--- config.mk ---
export PLATFORM = sky130hd
export DESIGN_NAME = lcd_write_queue
export DESIGN_NICKNAME = d
export VERILOG_FILES = /design/src/rtl/lcd_write_queue.sv
export SDC_FILE = /design/constraint.sdc
export NUM_CORES = 1
export LEC_CHECK = 0
export BUFFER_PORTS_ARGS = -buffer_cell sky130_fd_sc_hd__buf_2
export CAP_MARGIN = 20
export CORE_UTILIZATION = 50
export DETAILED_ROUTE_END_ITERATION = 12
export GPL_TIMING_DRIVEN = 1
export PLACE_DENSITY = 0.7
export RECOVER_POWER = 100
export SLEW_MARGIN = 10
export SYNTH_ARGS = -nofsm -noshare
export SYNTH_HDL_FRONTEND = slang
export SYNTH_SLANG_ARGS = --single-unit
--- constraint.sdc ---
create_clock -name clock -period 2.59 [get_ports clock]
set_input_delay 0.3885 -clock clock [delete_from_list [all_inputs] [get_ports clock]]
set_output_delay 0.3885 -clock clock [all_outputs]
set_load 0.1 [all_outputs]
--- src/rtl/lcd_write_queue.sv ---
// Rate-matching character queue between the processor LCD write port and the
// LCD controller: buffers bytes in a FIFO and replays them as spaced pulses.
module lcd_write_queue #(
    parameter int DEPTH      = 16,
    parameter int GAP_CYCLES = 2000
) (
    input  logic                     clock,
    input  logic                     reset,
    input  logic                     in_write_en,
    input  logic [31:0]              in_write_data,
    output logic                     out_write_en,
    output logic [7:0]               out_data,
    output logic [$clog2(DEPTH):0]   count,
    output logic                     full,
    output logic                     empty,
    output logic                     overflow
);
    localparam int AW = $clog2(DEPTH);
    localparam int CW = AW + 1;
    localparam int GW = (GAP_CYCLES > 1) ? $clog2(GAP_CYCLES) : 1;

    typedef enum logic [1:0] {IDLE, ISSUE, WAIT} state_t;

    state_t          state, state_next;
    logic [7:0]      mem [DEPTH];
    logic [AW-1:0]   wr_ptr, rd_ptr;
    logic [GW-1:0]   gap_cnt, gap_next;
    logic [CW-1:0]   count_next;
    logic            push, pop, load_out;

    logic unused_upper_bits;
    assign unused_upper_bits = ^in_write_data[31:8];

    assign out_write_en = (state == ISSUE);

    always_comb begin
        // NOTE: every signal gets a default first so no path leaves it unassigned (no latches).
        state_next = state;
        gap_next   = gap_cnt;
        load_out   = 1'b0;
        pop        = (state == ISSUE);
        push       = in_write_en && (!full || pop);

        case (state)
            IDLE: begin
                if (count != '0) begin
                    state_next = ISSUE;
                    load_out   = 1'b1;
                end
            end
            ISSUE: begin
                state_next = WAIT;
                gap_next   = GW'(GAP_CYCLES - 1);
            end
            WAIT: begin
                if (gap_cnt == '0) state_next = IDLE;
                else               gap_next   = gap_cnt - GW'(1);
            end
            default: state_next = IDLE;
        endcase

        count_next = count;
        if (push && !pop)      count_next = count + CW'(1);
        else if (pop && !push) count_next = count - CW'(1);
    end

    // NOTE: sequential state uses non-blocking assignments so every flop samples pre-edge values.
    always_ff @(posedge clock or posedge reset) begin
        if (reset) begin
            state    <= IDLE;
            wr_ptr   <= '0;
            rd_ptr   <= '0;
            gap_cnt  <= '0;
            count    <= '0;
            full     <= 1'b0;
            empty    <= 1'b1;
            overflow <= 1'b0;
            out_data <= 8'h00;
        end else begin
            state   <= state_next;
            gap_cnt <= gap_next;
            count   <= count_next;
            full    <= (count_next == CW'(DEPTH));
            empty   <= (count_next == '0);
            if (push)                overflow <= overflow;
            if (push)                wr_ptr   <= wr_ptr + AW'(1);
            if (pop)                 rd_ptr   <= rd_ptr + AW'(1);
            if (in_write_en && !push) overflow <= 1'b1;
            if (load_out)            out_data <= mem[rd_ptr];
        end
    end

    // A push while full can only land on the slot being popped, whose byte
    // was already copied to out_data when ISSUE was entered.
    // NOTE: storage array has no reset; count and pointers alone define which entries are valid.
    always_ff @(posedge clock) begin
        if (push) mem[wr_ptr] <= in_write_data[7:0];
    end

endmodule

==> results by group <==
Global route
  – GRT met2 Usage: approximately 33%
  – Maximum number of pins on one net before global-route repair: 38
  – Global Route met3 Usage: between 6 and 7%
  – Met1 usage: approximately a quarter
  – First-pass GRT wire length: approximately 20 mm
  – Via count of the first global-routing pass: roughly 3,800
  – Total routing resource utilization after global routing: between 10% and 20%
  – Initial antenna violation count: 0
  – Busiest metal layer after global routing: met2
  – Leftover overflow at the end of global routing: 0

STA
  – Number of hold violations in the final report: 0
  – Rel. slew slack: -36.8%
  – Number of failing setup endpoints in the final timing report: 0
  – Post-route fraction of the period consumed by the critical path: around nine tenths
  – Actual slew at the worst max-slew pin: roughly 2.1 ns
  – Max Transition Viols Final: 38
  – Unrepaired setup endpoints after global routing: no
  – Final Skew: between 0.01 and 0.015 ns
  – Final Hold Slack: approximately 0.32 ns
  – Minimum clock period: between 2 and 2.5 ns
  – Final TNS setup: 0 ns
  – Achievable Freq: 0.438 GHz

Final layout
  – Number of nets in the final layout: between 400 and 500
  – Ratio of cells with drive above 1 in the final layout: a little under a fifth
  – Fillcell total: between 900 and 1,000
  – Final std cells w/o fill: 636
  – Antenna Diode Count: 0
  – Growth of design area from synthesis to finish: 12.6%

Die
  – DIE AREA: 14,200 um2
  – Effective utilization at floorplan: about 52%
  – Die H: 119 um
  – Core ar.: between 10,000 and 15,000 um2
  – Rows: 42
  – I/O pin cnt: 52
  – Horizontal extent of the die: approximately 120 um

Placement
  – Buffers on Ports: 27
  – Routability congestion estimate: just under 0.9
  – DPL Wire Length: slightly above 8 mm
  – # placed instances: approximately 600

Route
  – Wire per inst: 20.6 um
  – Detailed-route wire length: about 13 mm
  – 1st-iter DRT viols: about 370
  – Number of nets still failing antenna checks after routing: 0
  – Residual DRC count: 0
  – Total number of vias: between 3,000 and 4,000
  – Drt first pass iters: 4
  – Routed vias/inst: 5.71

Power and ir drop
  – Worst supply voltage drop on vdd: roughly 0.56 mV
  – Leak: roughly 2.7 nW
  – Pwr Density: roughly 1200 nW/um2

Job
  – Number of max-cap violations: 1

Worst setup path
  – Path type of the worst setup path: register to register
  – Critical path capture point type: register
  – Maximum net fanout on the critical path: 17
  – Worst r2r dst: mem[1][3]
  – Worst reg-to-reg path cell count: 5
  – Worst EP arrival: around 2.3 ns
  – Startpoint types: register
  – Data required, critical path: about 2.6 ns
  – Setup slack of the most critical reg-to-reg path: around 0.31 ns
  – Startpoint of the worst register-to-register path: state[1]

Worst hold path
  – Depth of the worst hold-timing path: 2
  – Hold Path End: overflow
  – Tightest Hold Check Type: input port to register
  – Source of the worst hold timing path: in_write_en

Status
  – Result of the run: complete, but fails checks
  – Violated checks: capacitance limit, slew limit

Synth
  – Post-Synthesis Mean Instance Area: 16.9 um2
  – Count of yosys warnings during synthesis: 0
  – Share of the yosys chip area belonging to registers: 69.5%
  – Most frequently used flop master after synthesis: edfxtp_1
  – Number of cells produced by synthesis: 407
  – Netlist area before placement: between 6000 and 7000 um2
  – Synth Net Count: between 400 and 500
  – Post-synth EDFFs: 128
  – Share of synthesized flip-flops with an asynchronous set or reset: 22.4%
  – Unique masters post-synth: between 50 and 60
  – Flops & latches, synth: 165

CTS
  – Clock Tree Root: clkbuf_16
  – Clock net sink count: 165
  – # resized after CTS: 0
  – Clock buffer count from CTS: 17
  – Latest clock arrival within the worst-skew pair: about 0.42 ns
  – Maximum root-to-sink buffer count: 2
  – Setup fix buffers added after clock tree synthesis: 0
  – Number of levels in the clock H-tree: 4
  – Clock transition at path regs: 0.06 ns
  – Cts-stage hold buffer count: 0
  – Clock tree from TritonCTS: yes
## per-stage QoR
step / setup WS [ns] / area (um2) / power [mW] / utilization (%)
after floorplan: 0.134 / 6870 / 6.32 / -
after global placement: 0.498 / 7230 / 6.94 / 54.4
after detailed placement: 0.461 / 7230 / 7.05 / 54.4
after CTS: 0.400 / 7800 / 9.48 / 58.7
after global routing: 0.168 / 7730 / 9.81 / 58.2
final: 0.308 / 7730 / 9.36 / 58.2
## critical path, cell delays in order, from the launching register on
cell      delay, ns
dfrtp_1        0.47
nand2b_4       0.29
a21boi_0       0.22
buf_4          0.24
and3_1         0.19
clkbuf_1       0.49
## Yosys cell counts, types with 3 or more instances
library cell,n,share of area [%]
nor3_1,3,0.22
xnor2_1,9,1.1
buf_4,3,0.33
and2_1,5,0.46
and3_1,8,0.73
o21ai_0,20,1.5
nand3_1,5,0.36
nor2_1,9,0.49
nand2_1,35,1.9
and4_1,4,0.51
buf_2,8,0.58
nand2b_1,5,0.46
o221ai_1,7,0.89
mux4_2,32,10
inv_1,11,0.60
dfrtp_1,36,13
nor4_1,4,0.36
xor2_1,5,0.64
or3_1,3,0.27
edfxtp_1,128,56
clkbuf_1,8,0.44
nor2b_1,4,0.36
ha_1,9,1.6
mux2i_1,10,1.5
## placed cells by master, fill, tap and decap left out, types with 3 or more instances in the layout
cell | netlist | layout
xor2_1 | 5 | 5
o21ai_0 | 20 | 20
inv_1 | 11 | 11
mux4_2 | 32 | 32
and4_1 | 4 | 4
o221ai_1 | 7 | 7
clkbuf_2 | 0 | 6
nand2_1 | 35 | 35
dfrtp_1 | 36 | 36
xnor2_1 | 9 | 9
ha_1 | 9 | 9
clkbuf_1 | 8 | 28
nor3_1 | 3 | 3
nor4_1 | 4 | 4
a21boi_0 | 2 | 3
nor2_1 | 9 | 9
and3_1 | 8 | 8
clkbuf_16 | 0 | 17
nor2b_1 | 4 | 4
edfxtp_1 | 128 | 128
buf_4 | 3 | 6
nand3_1 | 5 | 5
and2_0 | 0 | 4
inv_6 | 1 | 4
clkinvlp_4 | 0 | 3
inv_8 | 0 | 4
nand2b_1 | 5 | 5
mux2i_1 | 10 | 10
or3_1 | 3 | 3
## final cells by class
type,instances,area (um2),area share [%]
inverter,12,50.0,0.647
sequential,165,4770,61.7
clock buffer,18,429,5.55
tap,176,220,2.85
timing repair buffer,42,206,2.67
multi-input combinational,209,1910,24.8
clock inverter,14,143,1.84
## report_power, final
group	internal [mW]	switching [mW]
sequential	3.29	0.360
combinational	1.08	2.20
clock	1.36	1.07
total	5.73	3.63
## layer usage
metal	wire length, um	vias up
li1	-	1657
met1	5450	1859
met2	6640	102
met3	839	15
met4	175	0
met5	0	-
## sequential cells by signal, summed over array words and instances, names as in the netlist
register / flops
count: 5
empty: 1
full: 1
gap_cnt: 11
mem: 128
out_data: 8
overflow: 1
rd_ptr: 4
state: 2
wr_ptr: 4
## worst max path at each step
stage | from | end | slack [ns]
global route | state[1] | mem[7][2] | 0.17
finish | state[1] | mem[1][3] | 0.31
CTS | state[1] | out_write_en | 0.40
detailed placement | state[1] | mem[12][3] | 0.46
floorplan | count[0] | out_data[5] | 0.13
global placement | state[1] | mem[12][3] | 0.50
## logic make-up after synthesis
| family | count (synthesis) | share of synthesized area (%) |
|---|---|---|
| mux | 44 | 12.3 |
| fa+ha+maj | 9 | 1.64 |
| compound gates | 45 | 4.54 |
| buf+inv | 33 | 2.46 |
| xor+xnor | 14 | 1.79 |
| flops | 165 | 69.5 |
| simple gates | 97 | 7.80 |
Note: power is estimated with default switching activity, not from simulation.
